File: src/rtl/adc128_reader_pkg.sv
// Shared types and frame constants for the ADC128S022 serial reader.
package adc128_reader_pkg;

    localparam int FRAME_BITS  = 16;
    localparam int SAMPLE_BITS = 12;

    typedef enum logic [1:0] {
        IDLE,
        SETUP,
        SHIFT,
        HOLD
    } state_t;

    typedef struct packed {
        logic [2:0]             channel;
        logic [SAMPLE_BITS-1:0] data;
    } result_t;

    // DIN carries the next channel address MSB first in frame bits 2..4.
    function automatic logic addr_bit(input logic [3:0] k, input logic [2:0] ch);
        case (k)
            4'd2:    return ch[2];
            4'd3:    return ch[1];
            4'd4:    return ch[0];
            default: return 1'b0;
        endcase
    endfunction

endpackage

File: src/rtl/adc128_reader.sv
// Single-frame SPI reader for an ADC128S022: addresses the next channel while
// shifting out the conversion of the channel addressed in the previous frame.
module adc128_reader
    import adc128_reader_pkg::*;
#(
    parameter int unsigned CLK_DIV = 13
) (
    input  logic        sysclk,
    input  logic        sysreset,
    input  logic        start,
    input  logic [2:0]  channel,
    output logic        busy,
    output logic [11:0] sample,
    output logic [2:0]  sample_channel,
    output logic        sample_valid,
    output logic        ADC_CS_N,
    output logic        ADC_SCLK,
    output logic        ADC_SADDR,
    input  logic        ADC_SDAT
);

    localparam logic [7:0] HALF_LAST = 8'(CLK_DIV - 1);
    localparam logic [3:0] BIT_LAST  = 4'(FRAME_BITS - 1);

    state_t                 state, state_d;
    logic [7:0]             hcnt, hcnt_d;
    logic [3:0]             bcnt, bcnt_d;
    logic [SAMPLE_BITS-1:0] shreg, shreg_d;
    logic [2:0]             ch_lat, ch_lat_d;
    logic [2:0]             prev_ch, prev_ch_d;
    result_t                res, res_d;
    logic                   busy_q, busy_d;
    logic                   valid_q, valid_d;
    logic                   cs_n_q, cs_n_d;
    logic                   sclk_q, sclk_d;
    logic                   saddr_q, saddr_d;
    logic                   half_done;

    always_comb begin
        state_d   = state;
        hcnt_d    = '0;
        bcnt_d    = bcnt;
        shreg_d   = shreg;
        ch_lat_d  = ch_lat;
        prev_ch_d = prev_ch;
        res_d     = res;
        busy_d    = busy_q;
        valid_d   = 1'b0;
        cs_n_d    = cs_n_q;
        sclk_d    = sclk_q;
        saddr_d   = saddr_q;
        half_done = (hcnt == HALF_LAST);

        // One counter times every half period; it only runs inside a frame.
        if (state != IDLE && !half_done)
            hcnt_d = hcnt + 8'd1;

        case (state)
            IDLE: begin
                if (start) begin
                    state_d  = SETUP;
                    busy_d   = 1'b1;
                    cs_n_d   = 1'b0;
                    ch_lat_d = channel;
                end
            end
            SETUP: begin
                if (half_done) begin
                    state_d = SHIFT;
                    sclk_d  = 1'b0;
                    bcnt_d  = '0;
                    saddr_d = addr_bit(4'd0, ch_lat);
                end
            end
            SHIFT: begin
                if (half_done) begin
                    if (!sclk_q) begin
                        // Upper four frame bits simply fall off the top of shreg.
                        sclk_d  = 1'b1;
                        shreg_d = {shreg[SAMPLE_BITS-2:0], ADC_SDAT};
                    end else if (bcnt == BIT_LAST) begin
                        state_d = HOLD;
                        cs_n_d  = 1'b1;
                        saddr_d = 1'b0;
                    end else begin
                        bcnt_d  = bcnt + 4'd1;
                        sclk_d  = 1'b0;
                        saddr_d = addr_bit(bcnt + 4'd1, ch_lat);
                    end
                end
            end
            HOLD: begin
                if (half_done) begin
                    state_d   = IDLE;
                    valid_d   = 1'b1;
                    busy_d    = 1'b0;
                    res_d     = '{channel: prev_ch, data: shreg};
                    prev_ch_d = ch_lat;
                end
            end
            default: state_d = IDLE;
        endcase
    end

    always_ff @(posedge sysclk) begin
        if (sysreset) begin
            state   <= IDLE;
            hcnt    <= '0;
            bcnt    <= '0;
            shreg   <= '0;
            ch_lat  <= '0;
            prev_ch <= '0;
            res     <= '0;
            busy_q  <= 1'b0;
            valid_q <= 1'b0;
            cs_n_q  <= 1'b1;
            sclk_q  <= 1'b1;
            saddr_q <= 1'b0;
        end else begin
            state   <= state_d;
            hcnt    <= hcnt_d;
            bcnt    <= bcnt_d;
            shreg   <= shreg_d;
            ch_lat  <= ch_lat_d;
            prev_ch <= prev_ch_d;
            res     <= res_d;
            busy_q  <= busy_d;
            valid_q <= valid_d;
            cs_n_q  <= cs_n_d;
            sclk_q  <= sclk_d;
            saddr_q <= saddr_d;
        end
    end

    assign busy           = busy_q;
    assign sample         = res.data;
    assign sample_channel = res.channel;
    assign sample_valid   = valid_q;
    assign ADC_CS_N       = cs_n_q;
    assign ADC_SCLK       = sclk_q;
    assign ADC_SADDR      = saddr_q;

endmodule

File: config.mk
export PLATFORM = sky130hd
export DESIGN_NAME = adc128_reader
export DESIGN_NICKNAME = d
export VERILOG_FILES = /design/src/rtl/adc128_reader_pkg.sv /design/src/rtl/adc128_reader.sv
export SDC_FILE = /design/constraint.sdc
export NUM_CORES = 1
export LEC_CHECK = 0
export BUFFER_PORTS_ARGS = -buffer_cell sky130_fd_sc_hd__buf_2
export CORE_MARGIN = 2
export CORE_UTILIZATION = 41
export DETAILED_ROUTE_END_ITERATION = 10
export HOLD_SLACK_MARGIN = 0.05
export RECOVER_POWER = 100
export SLEW_MARGIN = 25
export SYNTH_ARGS = -nofsm -noshare
export SYNTH_HDL_FRONTEND = slang
export SYNTH_SLANG_ARGS = --single-unit
File: constraint.sdc
create_clock -name sysclk -period 2.2 [get_ports sysclk]
set_input_delay 0.11 -clock sysclk [delete_from_list [all_inputs] [get_ports sysclk]]
set_output_delay 0.11 -clock sysclk [all_outputs]
set_load 0.005 [all_outputs]
Yosys cells after proc, flatten, opt, wreduce, memory -nomap -nowiden
Cells that the tools add are included.
{"block": "op_classes", "addsub": 2, "n_mul": 0, "n_div": 0, "order_cmp": 0, "n_eq_ne": 15, "shift": 0, "n_mux": 30, "bitwise": 3, "reduce_logical": 18}
{"op": "4-bit two-way mux", "count": 4}
{"op": "2-bit != test, second input constant", "count": 7}
{"op": "1-bit two-way mux", "count": 13}
{"op": "2-bit two-way mux", "count": 6}
{"op": "5-bit AND reduction", "count": 2}
{"op": "3-bit AND reduction", "count": 3}
{"op": "8-bit by 1-bit adder with 8-bit output, second input constant", "count": 1}
{"op": "4-bit by 2-bit equality test with 1-bit output, second input constant", "count": 2}
{"op": "8-bit by 4-bit equality test with 1-bit output, second input constant", "count": 1}
{"op": "1-bit case mux with 2 select lines", "count": 4}
{"op": "2-bit case mux with 4 select lines", "count": 1}
{"op": "4-bit case mux with 2 select lines", "count": 1}
{"op": "2-bit nonzero test", "count": 4}
{"op": "6-bit AND reduction", "count": 1}
{"op": "4-bit by 1-bit adder with 4-bit output, second input constant", "count": 1}
{"op": "2-bit equality test, second input constant", "count": 2}
{"op": "4-bit by 3-bit equality test with 1-bit output, second input constant", "count": 1}
{"op": "4-bit equality test, second input constant", "count": 1}
{"op": "2-bit AND reduction", "count": 2}
{"op": "4-bit AND reduction", "count": 1}
{"op": "2-bit OR reduction", "count": 2}
{"op": "1-bit NOT", "count": 3}
{"op": "1-bit case mux with 3 select lines", "count": 1}
{"op": "2-bit by 1-bit equality test with 1-bit output, second input constant", "count": 1}
{"op": "3 further kinds", "count": 3}
{"block": "totals", "reg_bits": 52, "latchBits": 0, "mem_bits_rw": 0, "romBits": 0, "output_inout_bits": 20, "wordCells": 81, "n_memories": 0}

Longest topological paths before layout
Gate-level depths: netlist of the first run.
{"block": "logic_depth", "word_depth": 7, "mapped_depth": 8, "depth_no_buf": 6}

Least setup slack after synthesis of the first run
Ideal clock, no wire load.
{"block": "synth_path", "kind": "register -> register", "from": "register hcnt[0]", "to": "register hcnt[4]", "setup_time_ns": 0.064, "arrival_time_ns": 1.632, "t_required_ns": 2.136, "slack_ns": 0.504, "stages_incl_launch_ff": 9, "n_path_buf": 2, "cell_sequence": "dfxtp_1 -> inv_1 -> ha_1 -> and4b_4 -> and2_1 -> buf_2 -> or3_1 -> buf_2 -> nor2_1"}
{"block": "synth_between", "elab_chain_len": 5}
{"element": "from (decl)", "line_no": "adc128_reader.sv:26", "source": "logic [7:0] hcnt, hcnt_d;"}
{"element": "from (signal assigned)", "line_no": "adc128_reader.sv:121", "source": "hcnt <= hcnt_d;"}
{"element": "parallel branches: the longest is 5 deep, another holds 8-bit by 1-bit adder with 8-bit output"}
Several ways; the timed one is not identified.
A chain may end at the register's enable or synchronous reset.

Worst setup path after layout of the first run
{"block": "layout_path", "from": "register hcnt[0]", "to": "register hcnt[5]"}
Same word-level chain as after synthesis.

==> impl_metrics.ini, run 1 <==
[hold_path]
hp-class = primary input to register
hold_depth = 3
worstHoldStart = channel[1]
min_to = ch_lat[1]

[clock_tree]
clock-sinks = 52
clk_pin_slew_ns = 0.09
insertion_delay_ns = 0.30
cts_buffers = 5
cts_root_buf = clkbuf_8
cts_tree = built
htreeDepth = 2
cts.path.max_buffers = 2

[power_and_ir_drop]
ir_worst_vdd_uv = 546
power_density_mw_per_mm2 = 828
power_leakage_nw = 1.04

[detailed_routing]
post_drt_wl_per_cell_um = 12.2
dr_total_vias = 1712
vias_per_cell = 4.95
route.antenna.remaining_nets = 0
drtIter0Drc = 83
first_pass_iters = 4
drt_wl_total_um = 4210
drc = 0

[logic_synthesis]
async_flop_share = 0
ys.flop_type = dfxtp_1
synth_cells = 249
synth.distinct_cells = 37
syn-num-nets = 266
seq_area_frac_synth = 0.471
ys_ff_latch = 52
synth_edf_count = 0
syn-cell-area_mm2 = 0.00221
ys_warn_count = 0
avgSynthCellArea_um2 = 8.87

[setup_path]
timing_worst_setup_path_type = register to register
crit_path_end_kind = register
startpoint_type = register
r2r-end = hcnt[5]
required_ns = 2.44
slowest_stage = or3_1
reg2reg_slack_ns = 0.28
worstRegToRegCells = 6
crit_family = simple AND/OR/NAND/NOR gates
cpPeakStageDelay_ns = 0.48
path_cells = inv_1 > ha_1 > and4b_1 > and2_1 > or3_1 > nor2_1
r2r-start = hcnt[0]
worstPathArrival_ns = 2.17
path_max_fanout = 11
crit_buf_inv = 1

[cells_and_area]
syn_to_final_growth_pct = 14.1
finish.instance_area_mm2 = 0.00252
final_nets = 292
num_antenna_cells = 0
drive_gt1_frac = 0.130
nFillCells = 550

[placed_design]
io_buffers = 26
dpl_cell_area_mm2 = 0.00241
gp_congestion = 0.847
hpwl_um = 2890

[global_route]
grt_max_degree = 31
grt_first_pass_wirelength_um = 6800
grt_use_total = 0.142
antenna_found_initial = 0
grt_pass1_vias = 1483
grt-ovfl-total = 0

[sta]
hold_viol_final = 0
maxSlewHeadroom = 0.644
fmax_mhz = 520
final.period_utilization = 0.875
setup_viol = 0
drv_slew = 0
tightest_slew_ns = 0.534
setup-tns-final_ns = 0
rsz0062_at_grt = no
clock-skew-final_ns = 0.00381
finalWorstPathRequiredPeriod_ns = 1.92

[die]
num_rows = 26
num_io_pins = 27
die_x_um = 77.4
initial_core_util = 0.430
design.die.area_mm2 = 0.00599
fp.dieH_um = 77.4
design.core.area_mm2 = 0.00514

[job]
cap_viol_max_count = 0

[run_status]
status = finished clean
kinds of logic after synthesis:
family,synth area share
flip-flops,0.471
adder cells (fa/ha/maj),0.0567
XOR/XNOR,0.0278
multiplexers,0.0680
buffers and inverters,0.0431
AND/OR/NAND/NOR,0.219
AO/OA/AOI/OAI,0.114
state kept, by name, indices dropped and copies added, names as in the netlist:
| signal | cells |
|---|---|
| bcnt | 4 |
| sample_valid | 1 |
| busy | 1 |
| sample | 12 |
| ADC_CS_N | 1 |
| state | 2 |
| sample_channel | 3 |
| ch_lat | 3 |
| ADC_SADDR | 1 |
| prev_ch | 3 |
| hcnt | 8 |
| shreg | 12 |
| ADC_SCLK | 1 |
layout by cell type (no fill, tap or decap), types with 8 or more instances in the layout:
| cell type | Yosys | layout |
|---|---|---|
| nand3_1 | 25 | 25 |
| a21oi_1 | 26 | 26 |
| dfxtp_1 | 52 | 52 |
| clkbuf_1 | 6 | 8 |
| nor2_1 | 30 | 30 |
| mux2i_1 | 15 | 15 |
| ha_1 | 10 | 10 |
| buf_2 | 7 | 18 |
| nand2_1 | 22 | 23 |
| inv_1 | 8 | 8 |
how the worst max path moves through the flow:
stage | cells after the start | end | from | slack (ns)
final | 6 | hcnt[5] | hcnt[0] | 0.28
after global routing | 6 | hcnt[6] | hcnt[0] | 0.14
after CTS | 6 | hcnt[5] | hcnt[0] | 0.28
after detailed placement | 6 | hcnt[5] | hcnt[0] | 0.32
after global placement | 6 | hcnt[5] | hcnt[0] | 0.39
after floorplan | 8 | hcnt[4] | hcnt[0] | 0.50
cell type report:
class	instances	area, um2	area share
clock buffers	6	82.6	0.0328
clock inverters	2	38.8	0.0154
inverters	8	30.0	0.0119
multi-input cells	174	1060	0.421
flip-flops and latches	52	1040	0.413
well taps	70	87.6	0.0348
repair buffers	34	178	0.0705
timing repair:
action | CTS | global route
buffers inserted | 0 | 0
setup endpoints to repair | 0 | 0
hold buffers | 2 | 0
gates resized for setup | 0 | 0
endpoints found under the hold margin | 2 | 0
metrics by stage:
stage	std cells	worst slack (ns)	util	power [W]	hold slack [ns]
after floorplan	249	0.504	-	0.00131	0.254
after global placement	336	0.393	0.468	0.00142	0.346
after detailed placement	336	0.322	0.468	0.00141	0.357
after CTS	346	0.281	0.496	0.00211	0.0530
after global routing	346	0.139	0.490	0.00219	0.0543
final	346	0.276	0.490	0.00209	0.0609
Yosys cell counts (2+ instances only):
cell type,instances,area share
nor2_1,30,0.051
and2_1,3,0.0085
or3_1,2,0.0057
a21oi_1,26,0.059
o21ai_0,5,0.011
nor3_1,2,0.0045
a311oi_1,2,0.0079
xnor2_1,3,0.012
dfxtp_1,52,0.47
o31ai_1,2,0.0068
nand3_1,25,0.057
inv_1,8,0.014
nand2_1,22,0.037
nand4_1,4,0.011
xor2_1,4,0.016
ha_1,10,0.057
buf_1,2,0.0034
clkbuf_1,6,0.010
buf_2,7,0.016
mux2i_1,15,0.068
nor2b_1,3,0.0085
where the power goes:
part           switching, W  leakage (nW)  internal [W]
logic              0.000230         0.557      0.000141
clock network      0.000315        0.0614      0.000372
registers         0.0000410         0.420      0.000987
total              0.000586          1.04       0.00150
worst min-delay path: stages:
cell and delay, ns:
buf_2 0.09, nand3_1 0.06, a21oi_1 0.06
layer usage:
layer	up-vias	part of all wire	track usage
met4	0	0.014	0.0482
li1	908	-	-
met5	-	0	0
met1	768	0.49	0.180
met2	28	0.46	0.231
met3	8	0.039	0.0407
(Power assumes the default switching activity.)
==> run 2, diff against run 1 <==
Clock period 2.2 ns to 2.27 ns, I/O delays scaled along.
==> run 2 against run 1 <==
Combinational power shrank 6.2%. Worst setup slack better by 0.014 ns. Maximum frequency decreased by 2.8%. Critical path type unchanged. Global-route usage up 0.16 points. Cell count fell by 0.87%. Sequential cell count unchanged. Routed wire length fell by 0.85%. Sequential share of layout area is 0.75 points higher. Critical path depth did not move.
==> impl_metrics.ini, run 2 (synthesis results as in run 1) <==
[sta]
whs_ns = 0.0511
fmax_mhz = 505
setup_viol = 0
rsz0062_at_grt = no
finalWorstPathRequiredPeriod_ns = 1.98
tightest_slew_ns = 0.552
setup-tns-final_ns = 0
drv_slew = 0
final.period_utilization = 0.872
clock-skew-final_ns = 0.0129
hold_viol_final = 0
maxSlewHeadroom = 0.632

[die]
num_io_pins = 27
initial_core_util = 0.430
design.core.area_mm2 = 0.00514
fp.dieH_um = 77.4
num_rows = 26
die_x_um = 77.4
design.die.area_mm2 = 0.00599

[global_route]
grt-ovfl-total = 0
grt_pass1_vias = 1528
grt_first_pass_wirelength_um = 7080
grt_use_total = 0.143
antenna_found_initial = 0
grt_max_degree = 31

[detailed_routing]
drtIter0Drc = 74
dr_total_vias = 1691
post_drt_wl_per_cell_um = 12.2
route.antenna.remaining_nets = 0
vias_per_cell = 4.93
drt_wl_total_um = 4180
first_pass_iters = 4
drc = 0

[clock_tree]
cts.path.max_buffers = 2
insertion_delay_ns = 0.30
clk_pin_slew_ns = 0.08
hold_buffers = 0
post_cts_resized = 0
cts_root_buf = clkbuf_8
htreeDepth = 2
cts_buffers = 5
post-cts-setup-buffers = 0
cts_tree = built
clock-sinks = 52

[cells_and_area]
final_nets = 289
drive_gt1_frac = 0.128
multi_input_area_mm2 = 0.00107
seq_area_mm2 = 0.00104
final_cell_mix = dfxtp_1, nor2_1, a21oi_1, nand3_1, nand2_1
syn_to_final_growth_pct = 12.0
layout_commonest_cell = dfxtp_1
num_antenna_cells = 0
utilization = 0.481
nFillCells = 537

[setup_path]
worstPathArrival_ns = 2.21
timing_worst_setup_path_type = register to register
startpoint_type = register
crit_path_end_kind = register
path_max_fanout = 11
required_ns = 2.50
r2r-start = hcnt[0]
cp-startpoint = hcnt[0]

[power_and_ir_drop]
p_clk_frac = 0.278
combPwrFrac = 0.187
intPower_w = 0.00130
ir_worst_vdd_uv = 363
power_density_mw_per_mm2 = 752
total_power_w = 0.00186
p_sw_w = 0.000560
power_leakage_nw = 1.00
sw_frac_of_total = 0.301
seq_power_share = 0.535

[hold_path]
worstHoldStart = ADC_SDAT
hp-class = primary input to register

[job]
cap_viol_max_count = 0

[placed_design]
io_buffers = 26
gp_congestion = 0.815
hpwl_um = 2880

[run_status]
status = finished clean
==> run 2: cell types whose count changed in the layout (fill, tap and decap cells not counted), moves of 2 or more <==
cell           delta
and2_0            +3
and2_1            -3
clkbuf_1          +2
clkbuf_2          -2
dlygate4sd3_1     -2
==> run 2: per-stage QoR <==
stage	std cells	area (um2)	setup WS (ns)
2_1_floorplan	249	2210	0.574
3_3_place_gp	335	2400	0.463
3_5_place_dp	335	2400	0.413
4_1_cts	343	2490	0.390
5_1_grt	343	2470	0.138
6_report	343	2470	0.290
==> run 2: power by group through the flow <==
stage               clock network [W]  registers (W)  logic (W)
global route                 0.000569        0.00100   0.000391
floorplan                           0        0.00101   0.000264
CTS                          0.000539       0.000995   0.000354
global placement                    0        0.00102   0.000349
detailed placement                  0        0.00102   0.000349
finish                       0.000517       0.000996   0.000348
==> run 2: layout make-up <==
| type | instances | area share |
|---|---|---|
| Clock buffer | 6 | 0.0293 |
| Clock inverter | 2 | 0.00658 |
| Inverter | 8 | 0.0121 |
| Multi-Input combinational cell | 174 | 0.433 |
| Sequential cell | 52 | 0.421 |
| Tap cell | 70 | 0.0354 |
| Timing Repair Buffer | 31 | 0.0622 |
==> run 2: critical path, stage by stage, from the launching register on <==
cell	delay, ns
dfxtp_1	0.43
inv_1	0.07
ha_1	0.19
and4b_4	0.22
and2_0	0.35
or3_1	0.52
nor2_1	0.14
==> run 2: per-layer routing <==
layer	global-route usage	part of all wire	routed length (um)
met4	0.0268	0.0074	31
met5	0	0	0
met3	0.0395	0.033	137
met2	0.233	0.45	1900
met1	0.193	0.50	2110
==> run 2: worst paths after layout <==
| check | endpoint | cells after the start | slack, ns |
|---|---|---|---|
| setup / recovery | hcnt[7] | 6 | 0.29 |
| hold / removal | shreg[0] | 3 | 0.05 |
| setup reg to reg | hcnt[7] | 6 | 0.29 |
| hold reg to reg | sample_channel[1] | 2 | 0.46 |
==> run 3, diff against run 2 <==
==> constraint.sdc (replaced) <==
create_clock -name sysclk -period 2.27 [get_ports sysclk]
set_input_delay 0 -clock sysclk [delete_from_list [all_inputs] [get_ports sysclk]]
set_output_delay 0 -clock sysclk [all_outputs]
set_load 0.005 [all_outputs]
==> run 3 against run 2 <==
Non-clock buffer count rose by 7. Die area did not move. Sequential share of layout area fell by 1.2 points. Sequential cell count did not move. Sequential power barely moved. First-iteration DRC count fell by 6.8%. Via count rose by 1.5%. Maximum frequency rose by 0.31%. Critical path depth did not move. Global-route usage rose by 0.22 points. Final area rose by 2.8%. Combinational power rose by 5.7%.
==> impl_metrics.ini, run 3 (synthesis results as in run 1) <==
[run_status]
status = finished clean

[cells_and_area]
utilization = 0.495
nFillCells = 533
drive_gt1_frac = 0.125
final_cell_mix = dfxtp_1, nor2_1, a21oi_1, nand3_1, nand2_1
num_antenna_cells = 0
finish.instance_area_mm2 = 0.00254
layout_commonest_cell = dfxtp_1
syn_to_final_growth_pct = 15.2
final_nets = 296
seq_area_mm2 = 0.00104
multi_input_area_mm2 = 0.00107

[global_route]
grt_pass1_vias = 1575
antenna_found_initial = 0
grt_use_total = 0.146
grt_max_degree = 31
grt-ovfl-total = 0
grt_first_pass_wirelength_um = 7190

[power_and_ir_drop]
seq_power_share = 0.530
power_density_mw_per_mm2 = 739
power_leakage_nw = 1.02
combPwrFrac = 0.196
intPower_w = 0.00132
ir_worst_vdd_uv = 363
p_sw_w = 0.000561
total_power_w = 0.00188
sw_frac_of_total = 0.299
p_clk_frac = 0.275

[sta]
setup-tns-final_ns = 0
tightest_slew_ns = 0.548
clock-skew-final_ns = 0.0120
maxSlewHeadroom = 0.635
final.period_utilization = 0.870
drv_slew = 0
rsz0062_at_grt = no
setup_viol = 0
fmax_mhz = 507
hold_viol_final = 0
finalWorstPathRequiredPeriod_ns = 1.97

[setup_path]
path_max_fanout = 11
path_cells = inv_1 > ha_1 > and4b_4 > and2_0 > or3_1 > nor2_1
worstPathArrival_ns = 2.21
crit_path_end_kind = register
required_ns = 2.50
worstRegToRegCells = 6
startpoint_type = register
reg2reg_slack_ns = 0.30
cpPeakStageDelay_ns = 0.52
slowest_stage = or3_1
r2r-end = hcnt[5]
r2r-start = hcnt[0]
timing_worst_setup_path_type = register to register

[die]
die_x_um = 77.4
initial_core_util = 0.430
num_rows = 26
num_io_pins = 27
design.core.area_mm2 = 0.00514
design.die.area_mm2 = 0.00599
fp.dieH_um = 77.4

[detailed_routing]
route.antenna.remaining_nets = 0
highest_layer = met4
drt-met1-wl_um = 2090
wl_met2_um = 1940
wl_met3_um = 148
drtIter0Drc = 69
post_drt_wl_per_cell_um = 12.1
vias_per_cell = 4.91
drc = 0
drt_wl_total_um = 4240
first_pass_iters = 4
dr_total_vias = 1717

[clock_tree]
cts.path.max_buffers = 2
clock-sinks = 52
clk_pin_slew_ns = 0.08
htreeDepth = 2
insertion_delay_ns = 0.30
post-cts-setup-buffers = 0
cts_buffers = 5
cts_root_buf = clkbuf_8
post_cts_resized = 0
hold_buffers = 7
cts_tree = built

[placed_design]
dpl_cell_area_mm2 = 0.00240
hpwl_um = 2880
io_buffers = 26
gp_congestion = 0.815

[hold_path]
worstHoldStart = start
hold_depth = 4
min_to = busy
hp-class = primary input to register

[job]
cap_viol_max_count = 0
## run 3: cell count changes in the layout (fill, tap and decap cells not counted)
cell,change
dlygate4sd3_1,+7
## run 3: worst max-delay path by stage
| stage | startpoint | endpoint | slack, ns | depth (start not counted) |
|---|---|---|---|---|
| 2_1_floorplan | hcnt[0] | hcnt[4] | 0.57 | 8 |
| 3_3_place_gp | hcnt[0] | hcnt[7] | 0.46 | 6 |
| 3_5_place_dp | hcnt[0] | hcnt[2] | 0.41 | 6 |
| 4_1_cts | hcnt[0] | hcnt[6] | 0.39 | 6 |
| 5_1_grt | hcnt[0] | hcnt[4] | 0.15 | 6 |
| 6_report | hcnt[0] | hcnt[5] | 0.30 | 6 |
## run 3: metal layers
metal / GRT usage / vias up
met5: 0 / -
met4: 0.0411 / 0
met3: 0.0407 / 7
met2: 0.231 / 26
met1: 0.194 / 774
li1: - / 910
## run 3: final cells by class
class                           instances  share of cell area
Multi-Input combinational cell        174               0.422
Sequential cell                        52               0.409
Timing Repair Buffer                   38              0.0880
Tap cell                               70              0.0344
Clock buffer                            6              0.0285
Inverter                                8              0.0118
Clock inverter                          2             0.00639
## run 3: power by group through the flow
stage | Sequential, W | Clock, W | Combinational [W]
after global placement | 0.00102 | 0 | 0.000349
after detailed placement | 0.00102 | 0 | 0.000349
final | 0.000996 | 0.000516 | 0.000368
after global routing | 0.00100 | 0.000569 | 0.000414
after floorplan | 0.00101 | 0 | 0.000264
after CTS | 0.000995 | 0.000539 | 0.000374
## run 3: worst max-delay path: cells and delay by family, from the launching register on
family	cells	cell delay, ns
flip-flops	1	0.43
buffers and inverters	1	0.07
AND/OR/NAND/NOR	4	1.22
adder cells (fa/ha/maj)	1	0.19
## run 3: stage by stage
step	std cells	hold WS, ns	setup slack, ns
detailed placement	335	0.245	0.413
finish	350	0.152	0.296
global route	350	0.158	0.146
CTS	350	0.132	0.390
floorplan	249	0.144	0.574
global placement	335	0.235	0.463
